`src/rtl/display_frame_loader.sv`:
```
// display_frame_loader: snapshots BCD time, encodes it into a 48-bit 7-segment frame
// and hands it to the display shift register with a one-cycle start pulse.
module display_frame_loader #(
    parameter int HOLD_CYCLES    = 128,
    parameter int REFRESH_CYCLES = 1000000
) (
    input  logic        clk_i,
    input  logic        rst_ni,
    input  logic        update_i,
    input  logic        valid_i,
    input  logic [7:0]  hh_i,
    input  logic [7:0]  mm_i,
    input  logic [7:0]  ss_i,
    output logic        start_o,
    output logic [47:0] data_o,
    output logic        busy_o
);
    localparam int HW = $clog2(HOLD_CYCLES + 1);
    localparam int RW = $clog2(REFRESH_CYCLES);

    typedef enum logic [1:0] {IDLE, LOAD, SEND, HOLD} state_t;

    state_t        state_q, state_d;
    logic [HW-1:0] hold_q, hold_d;
    logic [RW-1:0] refresh_q, refresh_d;
    logic          pending_q, pending_d;
    logic [47:0]   data_q, data_d;
    logic [47:0]   frame;
    logic          dot, capture, hold_last;

    function automatic logic [7:0] seg(input logic [3:0] n);
        case (n)
            4'd0:    seg = 8'h3F;
            4'd1:    seg = 8'h06;
            4'd2:    seg = 8'h5B;
            4'd3:    seg = 8'h4F;
            4'd4:    seg = 8'h66;
            4'd5:    seg = 8'h6D;
            4'd6:    seg = 8'h7D;
            4'd7:    seg = 8'h07;
            4'd8:    seg = 8'h7F;
            4'd9:    seg = 8'h6F;
            default: seg = 8'h00;
        endcase
    endfunction

    // Separator dots blink with the seconds: lit on even seconds.
    assign dot   = valid_i & ~ss_i[0];
    assign frame = valid_i ? {seg(hh_i[7:4]), {dot, 7'h00} | seg(hh_i[3:0]),
                              seg(mm_i[7:4]), {dot, 7'h00} | seg(mm_i[3:0]),
                              seg(ss_i[7:4]), seg(ss_i[3:0])}
                           : {6{8'h40}};

    assign hold_last = hold_q == HW'(HOLD_CYCLES - 1);
    assign capture   = (state_q == IDLE) &&
                       (update_i || pending_q || refresh_q == RW'(REFRESH_CYCLES - 1));

    always_comb begin
        state_d   = state_q;
        hold_d    = '0;
        refresh_d = '0;
        data_d    = capture ? frame : data_q;
        pending_d = capture ? 1'b0 : (pending_q | (update_i && state_q != IDLE));
        case (state_q)
            IDLE: begin
                state_d   = capture ? LOAD : IDLE;
                refresh_d = capture ? '0 : refresh_q + RW'(1);
            end
            LOAD: state_d = SEND;
            SEND: state_d = HOLD;
            HOLD: begin
                state_d = hold_last ? IDLE : HOLD;
                hold_d  = hold_last ? '0 : hold_q + HW'(1);
            end
        endcase
    end

    always_ff @(posedge clk_i or negedge rst_ni) begin
        if (!rst_ni) begin
            state_q   <= IDLE;
            hold_q    <= '0;
            refresh_q <= '0;
            pending_q <= 1'b0;
            data_q    <= '0;
        end else begin
            state_q   <= state_d;
            hold_q    <= hold_d;
            refresh_q <= refresh_d;
            pending_q <= pending_d;
            data_q    <= data_d;
        end
    end

    assign start_o = state_q == SEND;
    assign busy_o  = state_q != IDLE;
    assign data_o  = data_q;
endmodule
```
`config.mk`:
```
export PLATFORM = sky130hd
export DESIGN_NAME = display_frame_loader
export DESIGN_NICKNAME = d
export VERILOG_FILES = /design/src/rtl/display_frame_loader.sv
export SDC_FILE = /design/constraint.sdc
export NUM_CORES = 1
export LEC_CHECK = 0
export BUFFER_PORTS_ARGS = -buffer_cell sky130_fd_sc_hd__buf_2
export CORE_MARGIN = 4
export CORE_UTILIZATION = 30
export CTS_BUF_LIST = sky130_fd_sc_hd__clkbuf_8
export CTS_CLUSTER_SIZE = 40
export DETAILED_ROUTE_END_ITERATION = 7
export GPL_TIMING_DRIVEN = 0
export PLACE_DENSITY = 0.45
export SLEW_MARGIN = 40
export SYNTH_ARGS = -nofsm -noshare
export SYNTH_HDL_FRONTEND = slang
export SYNTH_SLANG_ARGS = --single-unit
```
`constraint.sdc`:
```
create_clock -name clk_i -period 4 [get_ports clk_i]
set_input_delay 0.2 -clock clk_i [delete_from_list [all_inputs] [get_ports clk_i]]
set_output_delay 0.2 -clock clk_i [all_outputs]
set_load 0.005 [all_outputs]
```
# Yosys cells after proc, flatten, opt, wreduce, memory -nomap -nowiden
# Memories as Yosys holds them, arrays and structs flattened.
# Index checks and enable logic that the tools add are counted.
# classes
order_cmp	0
n_reduce_logical	6
n_eq_ne	5
div	0
bitwise	5
shift	0
n_mul	0
muxes	9
addsub	2
# ops
operator	n
$mux 48	1
$mux 20	2
$add 20x1->20 const B	1
$eq 20x20->1 const B	1
$mux 8	2
$or 8x8->8	2
$add 8x1->8 const B	1
$eq 8x7->1 const B	1
$pmux 2 s4	1
$eq 2x2->1 const B	2
$eq 2x1->1 const B	1
$logic_and 1x1->1	2
$logic_not 2->1	1
$logic_or 1x1->1	2
$mux 1	2
$mux 2	1
$reduce_bool 2->1	1
$and 1x1->1	1
$not 1->1	1
$or 1x1->1	1
# word_totals
ramBits	0
register_bits	79
output_inout_bits	50
rom_bits	672
elab_cells	38
n_memories	6
in_bits	28
latch_bits	0
# memory_table
name	words	word_bits	rd	rd_clocked_by_memory_dff	write_ports	line	text
(name not given)	16	7	1	0	0	32	case (n)
(name not given)	16	7	1	0	0	32	
(name not given)	16	7	1	0	0	32	
(name not given)	16	7	1	0	0	32	
(name not given)	16	7	1	0	0	32	
(name not given)	16	7	1	0	0	32	

# Longest topological paths before layout
# depth
ltp_word	5
depth_mapped	6
depth_no_buf	6

# Worst setup path after synthesis
# OpenSTA, ideal clock, no wires.
# synth_path
kind	register to register
from	reg refresh_q[12]
to	reg data_q[42], in the netlist data_o[42]
synth_period_minus_slack_ps	2317
arrival_ps	2193
setup_slack_ps	1683
n_path_buf	1
t_required_ps	3875
stages_incl_launch_ff	6
cell_sequence	dfrtp_1 > or4_1 > or4_4 > o22ai_4 > buf_6 > mux2_2
# synth_between
elab_chain_cells	3
# synth_rtl
item	line	text
start: declaration	25	logic [RW-1:0] refresh_q, refresh_d;
start signal: assignment	88	refresh_q <= refresh_d;
$eq 20x20->1	56	(update_i || pending_q || refresh_q == RW'(REFRESH_CYCLES - 1));
$logic_or 1x1->1	56	
$logic_and 1x1->1	55	assign capture = (state_q == IDLE) &&
end signal: assignment	90	data_q <= data_d;
end: declaration	27	logic [47:0] data_q, data_d;
# No other way between the ends.
# A chain may end at the register's enable or synchronous reset.

# Worst setup path after layout
# Ends and elaborated chain as after synthesis.

==> results.md <==
- Worst Setup Start Kind: flop
- RSZ-0062 raised after global routing: no
- Core area: 13400 um^2
- Nets: 563
- Ranking of synthesized cells by area: dfrtp_1 (45%), mux2_2 (10%), ha_1 (8.4%)
- GP Congestion: 0.787
- Post-Place Cells: 671
- CTS tree: done
- Post-Syn Instances: between 400 and 500
- Total power: 1.52 mW
- Max-cap violation count: 0
- # H-tree levels: 3
- Grt total ovfl: 0
- DRT iter0 DRCs: 137
- DR pass1 iterations: 4
- Rows: 42
- Leakage: 2.31 nW
- CTS clock-pin slew for the worst setup and hold paths: 0.08 ns
- CTS sink cnt: 74
- Critical path peak fanout: 10
- Metal1 wirelength: 4210 um
- CTS resizes: 0
- Drt drc: 0
- Final worst path period need: 2.52 ns
- Vias in the first global route: 3208
- Buffers added on ports: 71
- Clock latency on the worst-skew pair: 0.36 ns
- Fin crit share: 0.630
- Buffers inserted by post-CTS timing repair: 0
- Die Height: 126 um
- Worst EP arrival: 2.77 ns
- Via/cell ratio: 4.55
- R2r endpoint: data_o[42]
- Die width: about 130 um
- Max Clk Rate: 397 MHz
- Initial Utilization: 0.310
- Flop2flop setup slack: 1.48 ns
- Hold Startpoint: update_i
- Final setup fails: 0
- Layout cells sized above 1: 0.258
- Metal3 WL: 410 um
- Clk root buf: clkbuf_8
- TritonCTS buffer count: 9
- Post-synth cell types: 33
- Register area share after synthesis: 0.446
- Final Hold Fails: 0
- R2R cell count: 5
- Die area: 15800 um^2
- DR WL/cell: roughly 13 um
- Crit end category: flop
- GR Util All Layers: 0.124
- Post-Syn Area: 4160 um^2
- Global-route wire length before repair: 15900 um
- Status: finished clean
- Post-synth EDFFs: 0
- Detailed Place HPWL: 6790 um
- Initial antenna violation count: 0
- Syn Area/Cell: 9.89 um^2
- WS Path Type: flop to flop
- Hold EP: pending_q
- Vias: between 3000 and 4000
- Worst hold path cell count: 3
- Antenna-violating nets left: 0
- Post-synth top area share: 0.446
- Pins over their slew limit: 0
- Power Dens Cells: 307 nW/um^2
- # diodes: 0
- Slew HR: 0.616
- Worst Hold Slack: approximately 0.12 ns
- Cell Count, Final, Fillers Out: 688
- Class of the worst hold path: input port to flop
- Measured slew at the worst slew-check pin: 0.576 ns
- Fillers: 1400
- Metal2 WL: 4510 um
- FF-to-FF Start: refresh_q[12]
- Post-synth ARST share: 1.00
- Highest metal used: met4
- Setup crit start: refresh_q[12]
- Worst vdd ir: 0.162 mV
- Synth warnings: 0
- Clk_skew: 0.00965 ns
- Synth Register Bits: 74
- Largest net degree at the start of global routing: 56
- CP required: 4.25 ns
- Most frequent cell after synthesis: dfrtp_1
- Largest buffer count on any clock path: 2
- # IOs: 78
- Area Growth Syn to Fin: 19.5%
- Setup TNS Final: 0 ns
- Yosys top cell by area: dfrtp_1
- Top FF cell, synth: dfrtp_1
- Detailed Route WL: about 9300 um
- Commonest cells in the netlist: dfrtp_1 (74), nor2_1 (47), mux2_2 (37)
[layer usage]
metal / vias up / global-route usage
li1: 1584 / -
met1: 1491 / 0.151
met2: 48 / 0.208
met3: 8 / 0.0432
met4: 0 / 0.0344
met5: - / 0
[through the flow]
step	utilization	area (um^2)	worst slack, ns
6_report	0.370	4960	1.48
5_1_grt	0.370	4960	1.35
3_3_place_gp	0.354	4740	1.47
4_1_cts	0.370	4960	1.43
3_5_place_dp	0.356	4780	1.46
2_1_floorplan	-	4170	1.68
[how the worst max path moves through the flow]
stage	to	slack, ns
floorplan	data_o[42]	1.68
global placement	data_o[43]	1.47
detailed placement	data_o[42]	1.46
CTS	data_o[42]	1.43
global route	data_o[42]	1.35
finish	data_o[42]	1.48
[flip-flops by register name (all words and copies together) (netlist names)]
name and cells:
pending_q 1, data_o 43, refresh_q 20, state_q 2, hold_q 8
[where the power goes]
| part | switching (mW) | leakage, nW | internal (mW) |
|---|---|---|---|
| combinational | 0.101 | 1.27 | 0.0851 |
| clock | 0.269 | 0.108 | 0.277 |
| sequential | 0.0147 | 0.937 | 0.776 |
| total | 0.384 | 2.31 | 1.14 |
[layout make-up]
class / instances / area [um^2] / area share
plain buffers: 17 / 113 / 0.0227
clock buffers: 9 / 124 / 0.0249
clock inverters: 7 / 55.1 / 0.0111
inverters: 29 / 109 / 0.0219
multi-input cells: 303 / 2090 / 0.422
flip-flops and latches: 74 / 1850 / 0.373
well taps: 176 / 220 / 0.0444
repair buffers: 73 / 399 / 0.0804
[cell usage in the layout (no fill, tap or decap), types with 4 or more instances in the layout]
cell,Yosys,layout
nor2_1,47,47
conb_1,1,4
or4_1,6,6
mux2i_1,6,6
nor2b_1,25,25
nor3_1,8,8
xnor2_1,10,10
nand4_1,6,6
nand2b_1,6,6
buf_6,4,5
xor2_1,9,9
dfrtp_1,74,74
o21ai_0,17,17
mux2_2,37,37
nand2_1,29,29
ha_1,28,28
clkbuf_8,0,9
a21oi_1,30,30
inv_1,29,33
buf_4,5,5
clkbuf_1,8,8
nand3_1,9,9
o31ai_1,8,8
buf_2,0,70
[logic make-up after synthesis]
logic type,share of synthesized area
DFF,0.446
muxes,0.115
xor gates and xnor gates,0.0400
AOI/OAI and AO/OA,0.0795
adders and majority gates,0.0843
buffers and inverters,0.0533
and+or+nand+nor,0.182
other,0.000902
[worst max-delay path, stage by stage (launching register included)]
cell	delay, ns
dfrtp_1	0.43
or4_1	0.53
or4_4	0.52
o22ai_4	0.34
buf_6	0.25
mux2_2	0.34
[what timing repair did]
item,CTS,global route
hold buffers,1,0
endpoints found under the setup margin,0,0
endpoints found under the hold margin,74,0
Note: power is estimated with default switching activity, not from simulation.
